## src/rtl/argmax_stream_pipe.sv

```systemverilog
// -----------------------------------------------------------------------------
// argmax_stream_pipe
//
// Pipelined arg-max over a stream of vectors. Each beat carries NUM_DATA lanes
// of DATA_WIDTH bits. A vector spans one or more beats, closed by in_last or
// forcibly after MAX_BEATS beats. The block reports the winning value and its
// global index (beat_number*NUM_DATA + lane) for every vector.
//
// Pipeline:
//   LVL registered compare levels (binary tree)
//   -> accumulator (running best across the beats of a vector)
//   -> output register (held until out_valid && out_ready)
//
// Latency from acceptance of the final beat to out_valid is LVL+1 cycles.
// Tie rule: lowest lane inside a beat, earliest beat across beats.
//
// Ports:
//   clk        clock
//   reset      synchronous, active-high reset
//   in_valid   beat valid
//   in_ready   beat accepted when in_valid && in_ready
//   in_data    NUM_DATA lanes, lane i at [DATA_WIDTH*(i+1)-1 : DATA_WIDTH*i]
//   in_last    final beat of the vector
//   mode_min   (ARGMAX_MIN_MODE_EN only) select arg-min for this vector,
//              sampled on the first beat of each vector
//   out_valid  result valid
//   out_ready  result consumed when out_valid && out_ready
//   out_data   winning value
//   out_idx    winning global index
//   out_trunc  vector was force-terminated at MAX_BEATS
//
// Build option: define ARGMAX_MIN_MODE_EN to add the mode_min port.
// -----------------------------------------------------------------------------
module argmax_stream_pipe #(
    parameter int DATA_WIDTH = 8,
    parameter int NUM_DATA   = 16,
    parameter int SIGNED     = 0,
    parameter int MAX_BEATS  = 4,
    localparam int LVL  = $clog2(NUM_DATA),
    localparam int IDXW = (NUM_DATA * MAX_BEATS > 1) ? $clog2(NUM_DATA * MAX_BEATS) : 1
) (
    input  logic                           clk,
    input  logic                           reset,
`ifdef ARGMAX_MIN_MODE_EN
    input  logic                           mode_min,
`endif
    input  logic                           in_valid,
    output logic                           in_ready,
    input  logic [DATA_WIDTH*NUM_DATA-1:0] in_data,
    input  logic                           in_last,
    output logic                           out_valid,
    input  logic                           out_ready,
    output logic [DATA_WIDTH-1:0]          out_data,
    output logic [IDXW-1:0]                out_idx,
    output logic                           out_trunc
);

    localparam int BW = (MAX_BEATS > 1) ? $clog2(MAX_BEATS) : 1;
    localparam int NN = NUM_DATA - 1;        // internal tree nodes
    localparam int NC = 2 * NUM_DATA - 1;    // internal nodes + leaves

    // a strictly better than b (strictly greater, or strictly smaller in min mode)
    function automatic logic better(input logic [DATA_WIDTH-1:0] a,
                                    input logic [DATA_WIDTH-1:0] b,
                                    input logic                  mn);
        logic gt;
        logic lt;
        if (SIGNED != 0) begin
            gt = $signed(a) > $signed(b);
            lt = $signed(a) < $signed(b);
        end else begin
            gt = a > b;
            lt = a < b;
        end
        return mn ? lt : gt;
    endfunction

    function automatic int flog2(input int v);
        int r;
        r = 0;
        for (int i = 1; i < 31; i++) begin
            if (v >= (1 << i)) r = i;
        end
        return r;
    endfunction

    // ------------------------------------------------------------------
    // Handshake
    // ------------------------------------------------------------------
    logic stall;
    logic advance;
    logic accept;

    assign stall    = out_valid && !out_ready;
    assign advance  = !stall;
    assign in_ready = !reset && !stall;
    assign accept   = in_valid && in_ready;

    // ------------------------------------------------------------------
    // Beat counter and per-beat tags
    // ------------------------------------------------------------------
    logic [BW-1:0] beat_cnt;
    logic          beat_first;
    logic          beat_at_max;
    logic          beat_last;
    logic          beat_trunc;
    logic          beat_mode;

    assign beat_first  = (beat_cnt == '0);
    assign beat_at_max = (beat_cnt == BW'(MAX_BEATS - 1));
    assign beat_trunc  = beat_at_max && !in_last;
    assign beat_last   = in_last || beat_at_max;

    always_ff @(posedge clk) begin
        if (reset) begin
            beat_cnt <= '0;
        end else if (accept) begin
            beat_cnt <= beat_last ? '0 : beat_cnt + BW'(1);
        end
    end

`ifdef ARGMAX_MIN_MODE_EN
    // Mode is latched on the first beat so later beats of the vector reuse it.
    logic vec_mode;

    assign beat_mode = beat_first ? mode_min : vec_mode;

    always_ff @(posedge clk) begin
        if (reset) begin
            vec_mode <= 1'b0;
        end else if (accept && beat_first) begin
            vec_mode <= mode_min;
        end
    end
`else
    assign beat_mode = 1'b0;
`endif

    // ------------------------------------------------------------------
    // Per-stage beat metadata. Bit 0 of each chain is the beat entering
    // stage 1; bit s is the beat held in stage s (bit LVL feeds the
    // accumulator).
    // ------------------------------------------------------------------
    logic [LVL-1:0]    st_valid;
    logic [LVL-1:0]    st_first;
    logic [LVL-1:0]    st_last;
    logic [LVL-1:0]    st_trunc;
    logic [LVL-1:0]    st_mode;
    logic [LVL*BW-1:0] st_beat;

    logic [LVL:0]          v_chain;
    logic [LVL:0]          f_chain;
    logic [LVL:0]          l_chain;
    logic [LVL:0]          t_chain;
    logic [LVL:0]          m_chain;
    logic [(LVL+1)*BW-1:0] b_chain;

    assign v_chain = {st_valid, accept};
    assign f_chain = {st_first, beat_first};
    assign l_chain = {st_last,  beat_last};
    assign t_chain = {st_trunc, beat_trunc};
    assign m_chain = {st_mode,  beat_mode};
    assign b_chain = {st_beat,  beat_cnt};

    always_ff @(posedge clk) begin
        if (reset) begin
            st_valid <= '0;
        end else if (advance) begin
            st_valid <= v_chain[LVL-1:0];
        end
    end

    always_ff @(posedge clk) begin
        if (advance) begin
            st_first <= f_chain[LVL-1:0];
            st_last  <= l_chain[LVL-1:0];
            st_trunc <= t_chain[LVL-1:0];
            st_mode  <= m_chain[LVL-1:0];
            st_beat  <= b_chain[LVL*BW-1:0];
        end
    end

    // ------------------------------------------------------------------
    // Compare tree, heap layout: heap node n lives at cand[n-1]. Nodes
    // 1..NUM_DATA-1 are registers, NUM_DATA..2*NUM_DATA-1 are the input
    // lanes. Node n at depth flog2(n) belongs to stage LVL-depth, so each
    // tree level is one pipeline register and the root is the last stage.
    // ------------------------------------------------------------------
    logic [DATA_WIDTH-1:0] node_val [NN];
    logic [LVL-1:0]        node_idx [NN];
    logic [DATA_WIDTH-1:0] cand_val [NC];
    logic [LVL-1:0]        cand_idx [NC];

    always_comb begin
        for (int i = 0; i < NN; i++) begin
            cand_val[i] = node_val[i];
            cand_idx[i] = node_idx[i];
        end
        for (int l = 0; l < NUM_DATA; l++) begin
            cand_val[NN+l] = in_data[DATA_WIDTH*l +: DATA_WIDTH];
            cand_idx[NN+l] = LVL'(l);
        end
    end

    // Right child (higher lanes) wins only when strictly better.
    always_ff @(posedge clk) begin
        if (advance) begin
            for (int n = 1; n < NUM_DATA; n++) begin
                if (better(cand_val[2*n], cand_val[2*n-1], m_chain[LVL-1-flog2(n)])) begin
                    node_val[n-1] <= cand_val[2*n];
                    node_idx[n-1] <= cand_idx[2*n];
                end else begin
                    node_val[n-1] <= cand_val[2*n-1];
                    node_idx[n-1] <= cand_idx[2*n-1];
                end
            end
        end
    end

    // ------------------------------------------------------------------
    // Accumulator: running best of the current vector
    // ------------------------------------------------------------------
    logic                  acc_valid;
    logic                  acc_last;
    logic                  acc_trunc;
    logic [DATA_WIDTH-1:0] acc_val;
    logic [IDXW-1:0]       acc_idx;
    logic [BW+LVL-1:0]     root_gidx;
    logic                  acc_take;

    assign root_gidx = {b_chain[LVL*BW +: BW], cand_idx[0]};
    assign acc_take  = v_chain[LVL] &&
                       (f_chain[LVL] || better(cand_val[0], acc_val, m_chain[LVL]));

    always_ff @(posedge clk) begin
        if (reset) begin
            acc_valid <= 1'b0;
            acc_last  <= 1'b0;
            acc_trunc <= 1'b0;
            acc_val   <= '0;
            acc_idx   <= '0;
        end else if (advance) begin
            acc_valid <= v_chain[LVL];
            if (v_chain[LVL]) begin
                acc_last  <= l_chain[LVL];
                acc_trunc <= t_chain[LVL];
            end
            if (acc_take) begin
                acc_val <= cand_val[0];
                acc_idx <= IDXW'(root_gidx);
            end
        end
    end

    // ------------------------------------------------------------------
    // Output register: loads when the final beat leaves the accumulator.
    // advance is high whenever the held result is consumed, so a new
    // result can replace it in the same cycle.
    // ------------------------------------------------------------------
    always_ff @(posedge clk) begin
        if (reset) begin
            out_valid <= 1'b0;
            out_data  <= '0;
            out_idx   <= '0;
            out_trunc <= 1'b0;
        end else if (advance) begin
            out_valid <= acc_valid && acc_last;
            if (acc_valid && acc_last) begin
                out_data  <= acc_val;
                out_idx   <= acc_idx;
                out_trunc <= acc_trunc;
            end
        end
    end

endmodule

```

## config.mk

```make
export PLATFORM = sky130hd
export DESIGN_NAME = argmax_stream_pipe
export DESIGN_NICKNAME = d
export VERILOG_FILES = /design/src/rtl/argmax_stream_pipe.sv
export SDC_FILE = /design/constraint.sdc
export NUM_CORES = 1
export LEC_CHECK = 0
export CAP_MARGIN = 20
export CORE_ASPECT_RATIO = 1.75
export CORE_MARGIN = 5
export CORE_UTILIZATION = 55
export CTS_CLUSTER_SIZE = 25
export DETAILED_ROUTE_END_ITERATION = 12
export GPL_ROUTABILITY_DRIVEN = 0
export HOLD_SLACK_MARGIN = 0.12
export PLACE_DENSITY = 0.89
export SLEW_MARGIN = 0
export SYNTH_ARGS = -nofsm -noshare
export SYNTH_HDL_FRONTEND = slang
export SYNTH_SLANG_ARGS = --single-unit
```

## constraint.sdc

```tcl
create_clock -name clk -period 4.8 [get_ports clk]
set_clock_uncertainty 0.2 [all_clocks]
set_input_delay 1.2 -clock clk [delete_from_list [all_inputs] [get_ports clk]]
set_output_delay 1.2 -clock clk [all_outputs]
set_load 0.005 [all_outputs]
```

==> results.txt <==
----------------------------------------------------
[Power and ir drop]
  Static leakage ... roughly 6.7 nW
  Maximum resistive drop on vdd ... between 0.2 and 0.3 mV
  Power density cells ... 385.5 nW/um2

[Finish]
  Area growth, synth to finish ... 15.90%
  Final std cell area, no fill ... approximately 16000 um2
  Multi-input gate area ... roughly 7300 um2
  Filler Cells Inserted ... between 1500 and 2000
  Diode count ... 0
  Fraction of final layout cells sized beyond drive strength 1 ... 0.07530
  # nets final ... about 1900
  Sequential cell area ... 5756 um2
  Final cell utilization of the core ... 0.6448

[Clock tree]
  Cell at the root of the clock tree ... clkbuf_16
  Post-cts sizing count ... 0
  Number of clock buffers inserted by TritonCTS ... 20
  Clk_lat worst skew ... approximately 0.50 ns
  Buffers inserted during post-CTS setup optimization ... 0
  CTS Sinks ... ~210
  Clock slew at the register clock pins of the worst setup and hold paths ... 0.06 ns
  Hold_buf cts ... 0
  Clock tree from TritonCTS ... yes
  H-tree depth reported by CTS ... 1
  Clock buffer depth ... 3

[Yosys]
  Summed instance area of the synthesized netlist ... about 14000 um2
  Count of synthesis-stage warnings from yosys ... 0
  Post-synthesis sequential area ratio ... 0.4098
  Count of different cell masters after synthesis ... 35
  Top post-synthesis cells by area ... edfxtp_1 (35%), ha_1 (12%), nand2_1 (5.7%)
  Synthesis-stage register bit count ... slightly above 200
  Average size of a mapped cell ... between 9 and 10 um2
  Net count after synthesis ... around 1800
  Post-synth top area share ... 0.3528
  Cell taking the most area after synthesis ... edfxtp_1
  Synth Instances ... 1500

[Worst setup path]
  Crit path launch type ... input pin
  Top Family by Delay on Critical Path ... buffers and inverters
  Cells along the critical path ... clkdlybuf4s50_1 -> nor2b_4 -> nor2_1 -> clkdlybuf4s50_1
  Highest cell delay on the worst timing path ... about 0.55 ns
  Arrival time worst endpoint ... about 2.5 ns
  Largest driver fanout on the critical path ... 3
  Required time of the critical path ... approximately 3.4 ns
  Worst setup EP type ... output pin
  Classification of the worst setup path ... input pin to output pin
  Buffers plus inverters on the worst setup path ... 2
  Cell with the largest stage delay on the worst path ... clkdlybuf4s50_1
  Cell seen most often among critical-path stages ... clkdlybuf4s50_1

[Worst hold path]
  Path type of the worst min-delay path ... flip-flop to flip-flop

[Timing]
  Unrepaired setup endpoints after global routing ... no
  Final hold slack ... approximately 0.22 ns
  Final hold vios ... 0
  Transition time at the pin with the least slew margin ... between 0.9 and 1 ns
  Final number of setup-violating endpoints ... 0
  Fmax achieved ... approximately 250 MHz
  Min Tclk post-route ... a little under 4 ns
  Max-slew violation count ... 0
  Portion of the clock cycle consumed by the worst path in the final layout ... 0.8198
  Accumulated negative setup slack ... 0 ns
  Relative slew slack ... 0.3409

[Drt]
  Vias/cell ... around 6.2
  Remaining DRCs ... 0
  Via count ... roughly 12000
  Iter 0 DRT Violations ... 735
  Final WL ... between 30 and 40 mm
  DR pass1 iterations ... 5
  Routed length per instance ... ~16 um
  Post-DRT Antenna Nets ... 0

[Floorplanning]
  Ports placed on the boundary ... 150
  Die height ... around 220 um
  Effective utilization at floorplan ... 0.5564
  Area of the placeable core ... 25240 um2
  X dimension of the die ... about 130 um
  Total number of placement rows ... slightly below 80
  Floorplan die area ... between 20000 and 30000 um2

[Global route]
  Largest net degree at the start of global routing ... between 90 and 100
  Overall fraction of global-route tracks in use ... 0.2092
  Remaining global-route overflow ... 0
  First-pass GRT wire length ... between 50 and 60 mm
  Initial antenna violation count ... 0
  Vias in the first global route ... 11280

[Run status]
  Run status ... finished, final reports clean

[Job]
  Number of max-cap violations ... 0

[Placed design]
  Area of placed instances ... roughly 16000 um2
  Post-DP HPWL ... 22.80 mm
  Total of buffers placed on input and output ports ... approximately 150

----------------------------------------------------
final timing paths:
kind                            startpoint                  endpoint  slack [ns]  depth (start not counted)
setup / recovery                 out_ready                  in_ready        0.87                          4
hold / removal        st_beat[3]$_DFFE_PN_      st_beat[5]$_DFFE_PN_        0.22                          0
hold reg to reg       st_beat[3]$_DFFE_PN_      st_beat[5]$_DFFE_PN_        0.22                          0
setup reg to reg  node_val[1][5]$_DFFE_PP_  node_idx[3][0]$_DFFE_PP_        2.26                          6
sequential cells by signal, summed over array words and instances, names as in the netlist:
signal,cells
out_idx,6
st_first,4
node_idx,26
st_trunc,4
acc_val,8
acc_idx,6
out_data,8
beat_cnt,2
st_valid,4
acc_last,1
out_trunc,1
node_val,120
acc_trunc,1
st_beat,8
st_last,4
out_valid,1
acc_valid,1
synthesized netlist by cell type:
cell      number
buf_6         13
a21o_1        10
inv_1        138
or4_1         82
buf_2         14
nand2b_1      34
o311ai_0       1
nor2_1         4
nor2b_4        1
o31ai_1        8
or2_2         10
clkbuf_1      65
buf_4          1
inv_2          1
dfxtp_1       40
mux2i_1       14
a21oi_1       70
ha_1         130
edfxtp_1     165
clkbuf_8       1
a211oi_1       7
o21ai_0       79
nand2_1      214
a31oi_1       82
o22ai_1        9
nand4_1       26
buf_1          4
o211ai_1      98
nor2b_1       26
nand3_1       86
mux2_2        49
and4_1         6
a21oi_2        2
nor3_1         3
a211oi_4       7
stage by stage:
step,setup WS (ns),total power [mW],instances
finish,0.8651,6.275,1923
global route,0.7302,6.661,1923
CTS,0.7567,6.240,1915
detailed placement,0.7752,4.671,1879
global placement,0.7654,4.517,1878
floorplan,0.4663,4.075,1500
report_power, final:
part / switching [mW] / internal [mW] / leakage (nW) / total (mW)
Sequential: 0.297 / 2.42 / 2.12 / 2.72
Clock: 0.673 / 0.903 / 0.316 / 1.58
Combinational: 1.04 / 0.939 / 4.25 / 1.98
placed cells by master, fill, tap and decap left out, types with 20 or more instances in the layout:
cell type,instances
ha_1,130
o21ai_0,79
or4_1,82
mux2_2,49
dfxtp_1,40
nand2_1,214
a21oi_1,70
o211ai_1,98
nor2b_1,26
edfxtp_1,165
nand2b_1,34
clkbuf_16,20
nand3_1,86
a31oi_1,82
nand4_1,26
clkdlybuf4s50_1,149
inv_1,138
logic make-up (layout without fill, tap and decap cells):
group,after synthesis,count (layout),share of synthesized area
buf+inv,237,344,0.07252
simple gates,492,492,0.1813
mux,63,63,0.04927
flops,205,205,0.4098
compound gates,373,373,0.1712
fa+ha+maj,130,130,0.1158
metal layers:
layer  wire length (um)  track usage
met1              11620       0.2347
met5                  0            0
met3               1725      0.02558
met2              17170       0.3904
met4               1130      0.08236
cell type report:
cell class	instances	area share
Timing Repair Buffer	169	0.1026
Sequential cell	205	0.3536
Inverter	139	0.03252
Clock inverter	11	0.007841
Tap cell	316	0.02429
Clock buffer	25	0.03252
Multi-Input combinational cell	1058	0.4466
No activity file was read; power rests on OpenSTA's default activity.
